$ cat config.mk
export PLATFORM = sky130hd
export DESIGN_NAME = click_decoder
export DESIGN_NICKNAME = d
export VERILOG_FILES = /design/src/rtl/click_decoder.sv
export SDC_FILE = /design/constraint.sdc
export NUM_CORES = 1
export LEC_CHECK = 0
export ABC_CLOCK_PERIOD_IN_PS = 2000
export CORE_ASPECT_RATIO = 0.7
export CORE_MARGIN = 3
export CORE_UTILIZATION = 50
export DETAILED_ROUTE_END_ITERATION = 16
export PLACE_DENSITY = 0.72
export RECOVER_POWER = 100
export SLEW_MARGIN = 20
export SYNTH_ARGS = -nofsm -noshare
export SYNTH_HDL_FRONTEND = slang
export SYNTH_SLANG_ARGS = --single-unit
$ cat constraint.sdc
create_clock -name clock -period 2 [get_ports clock]
set_clock_uncertainty 0.1 [all_clocks]
set_input_delay 0.2 -clock clock [delete_from_list [all_inputs] [get_ports clock]]
set_output_delay 0.2 -clock clock [all_outputs]
set_load 0.05 [all_outputs]
$ cat src/rtl/click_decoder.sv
// -----------------------------------------------------------------------------
// click_decoder
//
// Sits directly behind the button cleanup stage and turns its one-cycle press
// pulses into click events:
//   * single_click - one press with no follow-up press inside WINDOW cycles
//   * double_click - a second press arriving within WINDOW cycles of the first
// It also keeps a running press counter for display and control logic further
// downstream.
//
// Ports:
//   clock        system clock, all logic on the rising edge
//   reset        asynchronous, active-low reset
//   clean_in     one-cycle press pulse from the button cleanup stage
//   count_clr    synchronous clear of press_count (wins over a press)
//   single_click one-cycle pulse for a lone press
//   double_click one-cycle pulse for a press pair inside the window
//   busy         high while waiting for a possible second press
//   press_count  presses since reset or clear, modulo 2^COUNT_W
// -----------------------------------------------------------------------------
module click_decoder #(
   parameter int WINDOW  = 50000,
   parameter int TIMER_W = $clog2(WINDOW),
   parameter int COUNT_W = 8
) (
   input  logic               clock,
   input  logic               reset,
   input  logic               clean_in,
   input  logic               count_clr,
   output logic               single_click,
   output logic               double_click,
   output logic               busy,
   output logic [COUNT_W-1:0] press_count
);

   typedef enum logic {
      IDLE,
      WAIT
   } state_t;

   // The timer holds k-1 at the edge E0+k.
   // Seeing WINDOW-1 with no press therefore means the window has just run out.
   localparam logic [TIMER_W-1:0] TIMER_LAST = TIMER_W'(WINDOW - 1);

   state_t             state;
   logic [TIMER_W-1:0] timer;

   // Click classification state machine.
   // A first press in IDLE opens the window.
   // In WAIT, a press always wins over the timeout. This means a press on the
   // very last edge of the window still counts as a double-click.
   // Both decisions return to IDLE. A press on the following edge therefore
   // begins a fresh sequence, and a third press is never merged into a double.
   // The click pulses default low every cycle, so each one lasts exactly one
   // cycle.
   // busy is registered alongside the state so that it always equals
   // (state == WAIT).
   always_ff @(posedge clock or negedge reset) begin
      if (!reset) begin
         state        <= IDLE;
         timer        <= '0;
         single_click <= 1'b0;
         double_click <= 1'b0;
         busy         <= 1'b0;
      end else begin
         single_click <= 1'b0;
         double_click <= 1'b0;
         case (state)
            IDLE: begin
               if (clean_in) begin
                  state <= WAIT;
                  timer <= '0;
                  busy  <= 1'b1;
               end
            end
            WAIT: begin
               if (clean_in) begin
                  double_click <= 1'b1;
                  state        <= IDLE;
                  timer        <= '0;
                  busy         <= 1'b0;
               end else if (timer == TIMER_LAST) begin
                  single_click <= 1'b1;
                  state        <= IDLE;
                  timer        <= '0;
                  busy         <= 1'b0;
               end else begin
                  timer <= timer + 1'b1;
               end
            end
            default: begin
               state <= IDLE;
               timer <= '0;
               busy  <= 1'b0;
            end
         endcase
      end
   end

   // Press counter.
   // Every cycle with clean_in high is one press, whatever the state machine
   // is doing. The counter wraps naturally at 2^COUNT_W.
   // count_clr wins over a press on the same edge. It never touches the click
   // logic.
   always_ff @(posedge clock or negedge reset) begin
      if (!reset) begin
         press_count <= '0;
      end else if (count_clr) begin
         press_count <= '0;
      end else if (clean_in) begin
         press_count <= press_count + 1'b1;
      end
   end

endmodule

==> impl_metrics.yaml <==
run:
  drv.max_cap_violation_count: 0
synth:
  synth_area_leaders: "sky130_fd_sc_hd__dfrtp_1, sky130_fd_sc_hd__nand3_1, sky130_fd_sc_hd__a21oi_1"
  ys_seq_elements: 28
  synthesis.area_um2: 1560
  ys_warn_count: 0
  async_reset_ff_frac: 1.00
  post-synth-top-area-cell: "sky130_fd_sc_hd__dfrtp_1"
  synth.lib_cells_used.distinct: 37
  synthCells: 166
  syn-num-nets: 172
  yosysSeqAreaShare: 0.449
  top_ff_cell_synth: "sky130_fd_sc_hd__dfrtp_1"
  synth_enable_flop_cells: 0
  syn_area_per_cell_um2: 9.39
  synth_top_area_share: 0.449
setup_path:
  startpoint_kind_of_the_worst_setup_timing_path: "flop"
  critical_path.endpoint: "timer[15]$_DFFE_PN0P_"
  worst_ep_required_time_ns: 2.07
  reg2reg_slack_ns: 0.05
  worst_setup_path_startpoint: "timer[10]$_DFFE_PN0P_"
  crit_type: "reg2reg"
  cp_max_fo: 7
  max_stage_delay_ns: 0.57
  worst_ep_arrival_time_ns: 2.02
  worst_setup_path_end_kind: "flop"
  critical-path-slowest-cell: "sky130_fd_sc_hd__or4_1"
  worst_reg_to_reg_cells: 4
  r2r_start: "timer[10]$_DFFE_PN0P_"
  r2r-end: "timer[15]$_DFFE_PN0P_"
  crit_chain: "nand4_1 > or4_1 > or3_1 > o32ai_1"
placed_design:
  hpwlAfterDp_mm: 2.58
  instance_area_after_placement_um2: 1770
  io_buffers: 14
  globalplace.congestion: 0.910
detailed_routing:
  num_vias: 1354
  remaining_drc_errors: 0
  drtAntennaViolNets: 0
  drt_pass1_iterations: 4
  post_drt_via_cell_ratio: 6.21
  first_iter_violations: 181
  routed_wire_length_per_instance_um: 16.8
  wl_mm: 3.67
global_routing:
  grt_antenna_before_repair: 0
  grt_overflow: 0
  first_pass_grt_wire_length_mm: 6.04
  via_count_of_the_first_global_routing_pass: 1264
  grt_use_total: 0.202
  grt_max_degree: 29
clocking:
  numClockSinks: 28
  insertion_delay_ns: 0.27
  cts_buffers: 3
  clk_transition_reported_paths_ns: 0.09
  ctsHtreeMaxLevel: 1
  cts_tree: "done"
  cts_root_buf: "sky130_fd_sc_hd__clkbuf_8"
  clock_tree.buffer_depth: 2
  holdBufCountCts: 0
cells_and_area:
  final_cell_area_um2: 1830
  final_nets: 190
  fill_cells: 250
  diodes: 0
  multiInputGateArea_um2: 786
  seq_area_um2: 703
  layout-drive-gt1-share: 0.132
  synthToLayoutAreaGrowth_pct: 17.7
sta:
  grt_setup_unrepaired: "yes"
  timing.final.crit_period_ns: 1.95
  hold_violations: 0
  slew_headroom: 0.546
  timing_max_transition_violations_final: 0
  fmax_ghz: 0.513
  count_of_final_setup_violators: 0
  crit_share_post_route: 0.975
  actual_slew_at_the_worst_max_slew_pin_ns: 0.682
floorplanning:
  io_pins: 15
  overall_die_area_um2: 3830
  initial_utilization: 0.541
  floorplan.rows: 16
  die_w_um: 72.7
  fp.coreArea_um2: 2880
  dieHeight_um: 52.7
run_status:
  outcome: "complete, no violations"
power_and_ir_drop:
  power_per_cell_area_nw_per_um2: 707
  cellLeakagePower_nw: 0.713
  pwr_total_mw: 1.30
  max-vdd-ir-drop_mv: 0.656
min_path:
  worst_min_path_class: "in2async"
per-stage QoR:
step / setup TNS (ns) / util / hold slack [ns] / setup WS [ns] / instances
4_1_cts: 0 / 0.627 / 0.220 / 0.0910 / 218
3_3_place_gp: 0 / 0.612 / 0.405 / 0.207 / 215
2_1_floorplan: 0 / - / -0.196 / 0.169 / 166
5_1_grt: -0.0554 / 0.636 / 0.443 / -0.0489 / 218
6_report: 0 / 0.636 / 0.395 / 0.0494 / 218
3_5_place_dp: 0 / 0.612 / 0.424 / 0.117 / 215
cell usage after synthesis (all sizes together), types with 3 or more instances:
master   n
nand4    9
a21oi   13
nand3   16
o41ai    3
and4     3
o32ai    5
buf      9
nor2    16
dfrtp   28
a31oi    3
clkbuf   3
nor4     4
xnor2    4
xor2     4
inv      7
or3      5
nor3     3
nand2   11
cell type report:
type                    count  area share
multi-input cells         119       0.428
flip-flops and latches     28       0.383
repair buffers             25       0.127
well taps                  36      0.0246
clock buffers               3      0.0225
inverters                   7      0.0143
logic make-up (layout without fill, tap and decap cells):
group | count (synthesis) | count (layout) | share of synthesized area
and+or+nand+nor | 78 | 78 | 0.291
AOI/OAI and AO/OA | 29 | 29 | 0.121
muxes | 2 | 2 | 0.0128
DFF | 28 | 28 | 0.449
buffers and inverters | 19 | 35 | 0.0642
adders and majority gates | 2 | 2 | 0.0160
xor gates and xnor gates | 8 | 8 | 0.0449
worst min-delay path by stage:
stage | start | endpoint | cells past startpoint
3_5_place_dp | busy$_DFFE_PN0P_ | busy$_DFFE_PN0P_ | 2
6_report | reset | timer[5]$_DFFE_PN0P_ | 2
4_1_cts | reset | timer[5]$_DFFE_PN0P_ | 2
2_1_floorplan | reset | busy$_DFFE_PN0P_ | 0
5_1_grt | reset | timer[4]$_DFFE_PN0P_ | 2
3_3_place_gp | busy$_DFFE_PN0P_ | busy$_DFFE_PN0P_ | 2
critical path: cells and delay by family, from the launching register on:
family,cells,cell delay [ns]
flops,1,0.49
compound gates,1,0.13
simple gates,3,1.13
timing repair:
action                                  4_1_cts  5_1_grt
buffers inserted                              0        0
endpoints found under the setup margin        0        6
gates resized for setup                       0        6
layer usage:
layer  vias up  global-route usage  wire, µm
li1        645                   -         -
met1       658               0.301      1730
met2        47               0.283      1670
met3         4              0.0651       235
met4         0              0.0368        33
met5         -                   0         0
cell usage in the layout, fill, tap and decap left out, drive strengths merged:
cell	instances
dfrtp	28
nor2	16
nand3	16
a21oi	13
clkdlybuf4s50	12
nand2	11
buf	10
nand4	9
inv	7
or3	5
o32ai	5
nor4	4
xor2	4
xnor2	4
clkbuf	4
nor3	3
a31oi	3
o41ai	3
and4	3
mux2i	2
and2	2
a311oi	2
o21ai	2
ha	2
dlygate4sd3	2
nor4bb	2
nor4b	2
and3	1
nand3b	1
nand2b	1
or4	1
nor3b	1
o31ai	1
power breakdown:
group / internal (mW) / switching, mW / total [mW]
combinational: 0.103 / 0.224 / 0.327
clock: 0.135 / 0.160 / 0.295
sequential: 0.612 / 0.0637 / 0.675
registers in the layout, indices dropped and copies added, names as in the netlist:
signal        count
busy              1
double_click      1
press_count       8
single_click      1
state             1
timer            16
Note: power is estimated with default switching activity, not from simulation.
